### src/rtl/shumezuesi24_sekuencial.sv
// Sequential 24x24 -> 48 shift-add multiplier.
// Reuses the external 24-bit ripple adder, one add per cycle.
module shumezuesi24_sekuencial #(
  parameter int WIDTH = 24,
  parameter int CNT_W = 5
) (
  input  logic               clk,
  input  logic               reset_n,
  input  logic               start,
  input  logic [WIDTH-1:0]   op_a,
  input  logic [WIDTH-1:0]   op_b,
  output logic [WIDTH-1:0]   add_a,
  output logic [WIDTH-1:0]   add_b,
  input  logic [WIDTH-1:0]   add_sum,
  input  logic               add_cout,
  output logic               ready,
  output logic               busy,
  output logic               done,
  output logic [2*WIDTH-1:0] product,
  output logic               ovf
);

  typedef enum logic [1:0] {
    IDLE,
    BUSY,
    DONE
  } state_t;

  state_t state, state_nx;

  logic [WIDTH-1:0] a_reg;
  logic [WIDTH-1:0] hi;
  logic [WIDTH-1:0] lo;
  logic [CNT_W-1:0] cnt;
  logic             load;
  logic             last;

  assign ready = (state == IDLE) || (state == DONE);
  assign busy  = (state == BUSY);
  assign load  = ready && start;
  assign last  = busy && (cnt == CNT_W'(WIDTH - 1));

  assign add_a = hi;
  assign add_b = lo[0] ? a_reg : '0;

  always_comb begin
    state_nx = state;
    unique case (state)
      IDLE:    if (start) state_nx = BUSY;
      BUSY:    if (last) state_nx = DONE;
      DONE:    state_nx = start ? BUSY : IDLE;
      default: state_nx = IDLE;
    endcase
  end

  always_ff @(posedge clk or negedge reset_n) begin
    if (!reset_n) state <= IDLE;
    else          state <= state_nx;
  end

  always_ff @(posedge clk or negedge reset_n) begin
    if (!reset_n) begin
      a_reg   <= '0;
      hi      <= '0;
      lo      <= '0;
      cnt     <= '0;
      product <= '0;
      ovf     <= 1'b0;
      done    <= 1'b0;
    end else begin
      done <= last;
      if (load) begin
        a_reg <= op_a;
        lo    <= op_b;
        hi    <= '0;
        cnt   <= '0;
      end else if (busy) begin
        hi  <= {add_cout, add_sum[WIDTH-1:1]};
        lo  <= {add_sum[0], lo[WIDTH-1:1]};
        cnt <= cnt + CNT_W'(1);
      end
      // Upper half of the final shift is {cout, sum[23:1]}
      if (last) begin
        product <= {add_cout, add_sum, lo[WIDTH-1:1]};
        ovf     <= add_cout | (|add_sum[WIDTH-1:1]);
      end
    end
  end

endmodule

### config.mk
export PLATFORM = sky130hd
export DESIGN_NAME = shumezuesi24_sekuencial
export DESIGN_NICKNAME = d
export VERILOG_FILES = /design/src/rtl/shumezuesi24_sekuencial.sv
export SDC_FILE = /design/constraint.sdc
export NUM_CORES = 1
export LEC_CHECK = 0
export ABC_AREA = 1
export CORE_MARGIN = 3
export CORE_UTILIZATION = 40
export DETAILED_ROUTE_END_ITERATION = 6
export GPL_TIMING_DRIVEN = 1
export HOLD_SLACK_MARGIN = 0.03
export PLACE_DENSITY_LB_ADDON = 0.15
export SYNTH_ARGS = -nofsm -noshare
export SYNTH_HDL_FRONTEND = slang
export SYNTH_SLANG_ARGS = --single-unit
### constraint.sdc
create_clock -name clk -period 3.3 [get_ports clk]
set_input_delay 0.66 -clock clk [delete_from_list [all_inputs] [get_ports clk]]
set_output_delay 0.66 -clock clk [all_outputs]
set_load 0.05 [all_outputs]
After elaboration in Yosys (flattened, before gate mapping)
Cells that the tools add are included.
{"block": "totals", "latchBits": 0, "wordCells": 33, "mem_count": 0, "mem_bits_rw": 0, "output_inout_bits": 100, "in_bits": 76, "rom_bits": 0, "ff_bits": 129}
{"block": "classes", "div_mod_pow": 0, "n_lt_le_gt_ge": 0, "n_shift": 0, "reduce_logical": 7, "muxes": 11, "n_eq_ne": 5, "n_bitwise": 1, "multipliers": 0, "n_addsub": 1}
{"op": "24-bit 2-to-1 mux", "n": 5}
{"op": "23-bit OR reduction", "n": 1}
{"op": "5-bit 2-to-1 mux", "n": 2}
{"op": "2-bit case mux with 3 select lines", "n": 1}
{"op": "5-bit by 1-bit adder with 5-bit output, second input constant", "n": 1}
{"op": "5-bit equality test, second input constant", "n": 1}
{"op": "2-bit 2-to-1 mux", "n": 2}
{"op": "2-bit by 1-bit equality test with 1-bit output, second input constant", "n": 1}
{"op": "2-bit equality test, second input constant", "n": 1}
{"op": "1-bit logical AND", "n": 2}
{"op": "2-bit logical NOT", "n": 1}
{"op": "2-bit by 1-bit != test with 1-bit output, second input constant", "n": 1}
{"op": "2-bit != test, second input constant", "n": 1}
{"op": "2-bit AND reduction", "n": 1}
{"op": "2-bit nonzero test", "n": 1}
{"op": "1-bit logical OR", "n": 1}
{"op": "1-bit 2-to-1 mux", "n": 1}
{"op": "1-bit bitwise OR", "n": 1}

Longest topological paths before layout
{"block": "logic_depth", "word_depth": 4, "mapped_depth": 8, "depth_no_buf": 6}

Worst setup path before layout
OpenSTA, ideal clock, no wires.
{"block": "synth_timing", "path_type": "flip-flop to output port", "start": "register lo[0]", "end": "output port add_b[10]", "stages_incl_launch_ff": 5, "required_time_ps": 2640, "n_path_buf": 2, "setup_slack_ps": 1477, "t_arrival_ps": 1163, "path_cell_list": "dfrtp_1 clkbuf_1 clkbuf_1 nand2_1 inv_1"}
{"block": "synth_between", "elab_chain_len": 1}
{"item": "start: declaration", "line_no": "33", "rtl": "logic [WIDTH-1:0] lo;"}
{"item": "start signal: assignment", "line_no": "74", "rtl": "lo <= op_b;"}
{"item": "start signal: assignment", "line_no": "79", "rtl": "lo <= {add_sum[0], lo[WIDTH-1:1]};"}
{"item": "24-bit 2-to-1 mux", "line_no": "44", "rtl": "assign add_b = lo[0] ? a_reg : '0;"}
{"item": "end: declaration", "line_no": "13", "rtl": "output logic [WIDTH-1:0] add_b,"}
Every way passes these cells.

Final worst setup path
{"block": "layout_timing", "start": "register lo[0]", "end": "output port add_b[2]"}
Same word-level chain as after synthesis.

==> run_results.csv <==
group,metric,value,unit
global_routing,grt-busiest-layer,"met2",
clock_tree,cts.sinks,129,
drt,vias,4571,
global_routing,grtUsageMet2,28.6,%
sta,layout_setup_ws,0.405,ns
setup_path,cpMaxStageDelayCell,"dfrtp_1",
global_routing,grt_max_degree,81,
die,rows,41,
sta,hold_violations,0,
setup_path,crit_path_start_kind,"flip-flop",
sta,relSlewSlack,49.3,%
clock_tree,root_buffer,"clkbuf_16",
power,p_per_area,1170,nW/um^2
global_routing,use_met3,5.45,%
cells_and_area,finalCoreUtilization,60.6,%
drt,via_per_inst,4.78,
sta,min_period_over_period,87.7,%
sta,hold_slack,0.266,ns
run_status,status,"complete, no violations",
place,port_buffers,175,
setup_path,r2r_slack,1.12,ns
synthesis,yosysTopAreaCellShare,60.6,%
setup_path,end_kind,"output port",
clock_tree,clk_latency,0.41,ns
synthesis,yosys.cell_types.count,21,
run,drv_cap,0,
clock_tree,h-tree-depth,4,
place,post-dp-hpwl,9.05,mm
global_routing,antenna_found_initial,0,
min_path,min_path_type,"in -> async",
setup_path,crit_fanout,25,
cells_and_area,layout.nets,849,
sta,tightest_slew,0.761,ns
synthesis,synth_area_leaders,"dfrtp_1 61%, nand2_1 11%, o21ai_0 8.9%",
sta,max_freq,0.345,GHz
power,ir_drop,0.000472,V
sta,setup_violations,0,
cells_and_area,synthToLayoutAreaGrowth,45.9,%
drt,dr.pass1.iters,4,
cells_and_area,mostFrequentLayoutCell,"clkdlybuf4s50_1",
cells_and_area,antenna_cells,0,
place,place_congestion,0.788,
synthesis,yosys_warnings,0,
sta,rsz0062_at_grt,"false",
drt,drc,0,
drt,drt_iter0_drc,395,
clock_tree,clk_pin_slew,0.05,ns
place,pre_cts_ws,0.830,ns
global_routing,grt_pass1_wl,22.2,mm
drt,drt_wl_total,13.5,mm
synthesis,syn-num-nets,682,
cells_and_area,drive_gt1_share,5.61,%
setup_path,rr_endpoint,"product[21]",
cells_and_area,nFillCells,1116,
setup_path,critPathTopFamily,"buffers and inverters",
synthesis,synth_area_per_cell,8.81,sq um
clock_tree,post_cts_buffers,0,
drt,wire_per_inst,14.1,um
setup_path,crit_type,"reg -> out",
setup_path,reg2regPathDepth,6,
setup_path,crit_chain,"nand2_1 -> inv_1 -> clkdlybuf4s50_1",
synthesis,synth_cells,605,
setup_path,r2r-start,"state[0]",
synthesis,yosysSeqAreaShare,60.6,%
synthesis,syn_area,5330,sq um
cells_and_area,fin_area,7770,sq um
power,power.leakage,3.77,nW
synthesis,ys_ff_latch,129,
die,start_util,41.5,%
setup_path,arrival,2.23,ns
setup_path,cp.required,2.64,ns
die,die-area,14700,sq um
sta,clock_skew,0.00652,ns
setup_path,cpPeakStageDelay,0.80,ns
global_routing,grt_usage,19.1,%
global_routing,use_met1,26.3,%
sta,fin_tns_setup,0,ns
setup_path,worst-path-buf-inv,2,
cells_and_area,final_cells,956,
cells_and_area,largest_register_ffs,48,
place,dp_cells,925,
drt,final_antenna_net_count,0,
clock_tree,cts_resized,0,
power,p_total,9.07,mW
setup_path,startpoint,"lo[0]",
clock_tree,hold_buffers,0,
global_routing,grt_pass1_vias,4470,
die,io_pins,176,
clock_tree,cts_max_path_buffers,2,
die,die_h,121,um
die,coreArea,12800,sq um
cells_and_area,regMostFlops,"product",
clock_tree,cts_tree,"yes",
place,place_area,7190,sq um
die,die_w,121,um
sta,fin_crit,2.89,ns
global_routing,grt_overflow,0,
clock_tree,cts_buffers,17,
cells_and_area,mostFrequentLayoutCells,"174 x clkdlybuf4s50_1, 159 x nand2_1, 129 x dfrtp_1",
sta,finalMaxSlewViolations,0,
synthesis,post-synth-top-area-cell,"dfrtp_1",
## final cells by class
type / count / area, sq um / share of cell area, %
Inverter: 80 / 300 / 3.86
Timing Repair Buffer: 183 / 1830 / 23.5
Sequential cell: 129 / 3230 / 41.5
Clock buffer: 26 / 509 / 6.55
Clock inverter: 5 / 75.1 / 0.966
Tap cell: 172 / 215 / 2.77
Multi-Input combinational cell: 361 / 1620 / 20.9
## worst max path at each step
stage	cells past startpoint	endpoint	slack (ns)
after CTS	3	add_b[18]	0.37
after floorplan	4	add_b[10]	1.48
after detailed placement	3	add_b[18]	0.83
after global routing	3	add_b[0]	0.25
after global placement	3	add_b[11]	0.90
final	3	add_b[2]	0.41
## report_power, final
part | total (mW) | switching, mW | internal (mW)
Combinational | 4.47 | 3.03 | 1.44
Clock | 1.83 | 0.631 | 1.20
Sequential | 2.77 | 0.436 | 2.33
## synthesized netlist by cell type
master / instances
nand2_1: 161
dfrtp_1: 129
o21ai_0: 95
inv_1: 78
o21ai_1: 40
nand3_1: 29
nor2_1: 21
clkbuf_1: 19
buf_2: 11
buf_6: 5
a21oi_1: 4
o22ai_1: 3
inv_2: 2
ha_1: 1
nand4_2: 1
nor2_2: 1
nor2_4: 1
o211ai_1: 1
o221ai_1: 1
or2_2: 1
xnor2_1: 1
## cell families after synthesis
group / synth area share (%)
compound gates: 13.7
buf+inv: 9.07
flops: 60.6
xor+xnor: 0.164
simple gates: 16.2
fa+ha+maj: 0.235
## worst reg2reg max path, cell delays in order (launching register included)
cell and delay, ns:
dfrtp_1 0.41, nand2_2 0.09, buf_4 0.60, nor2_4 0.12
inv_2 0.28, buf_12 0.35, o21ai_0 0.20
## layer usage
layer	share of wire, %	vias to the layer above
li1	-	2233
met1	45	2155
met2	46	163
met3	7.4	20
met4	1.8	0
met5	0	-
Note: power is estimated with default switching activity, not from simulation.
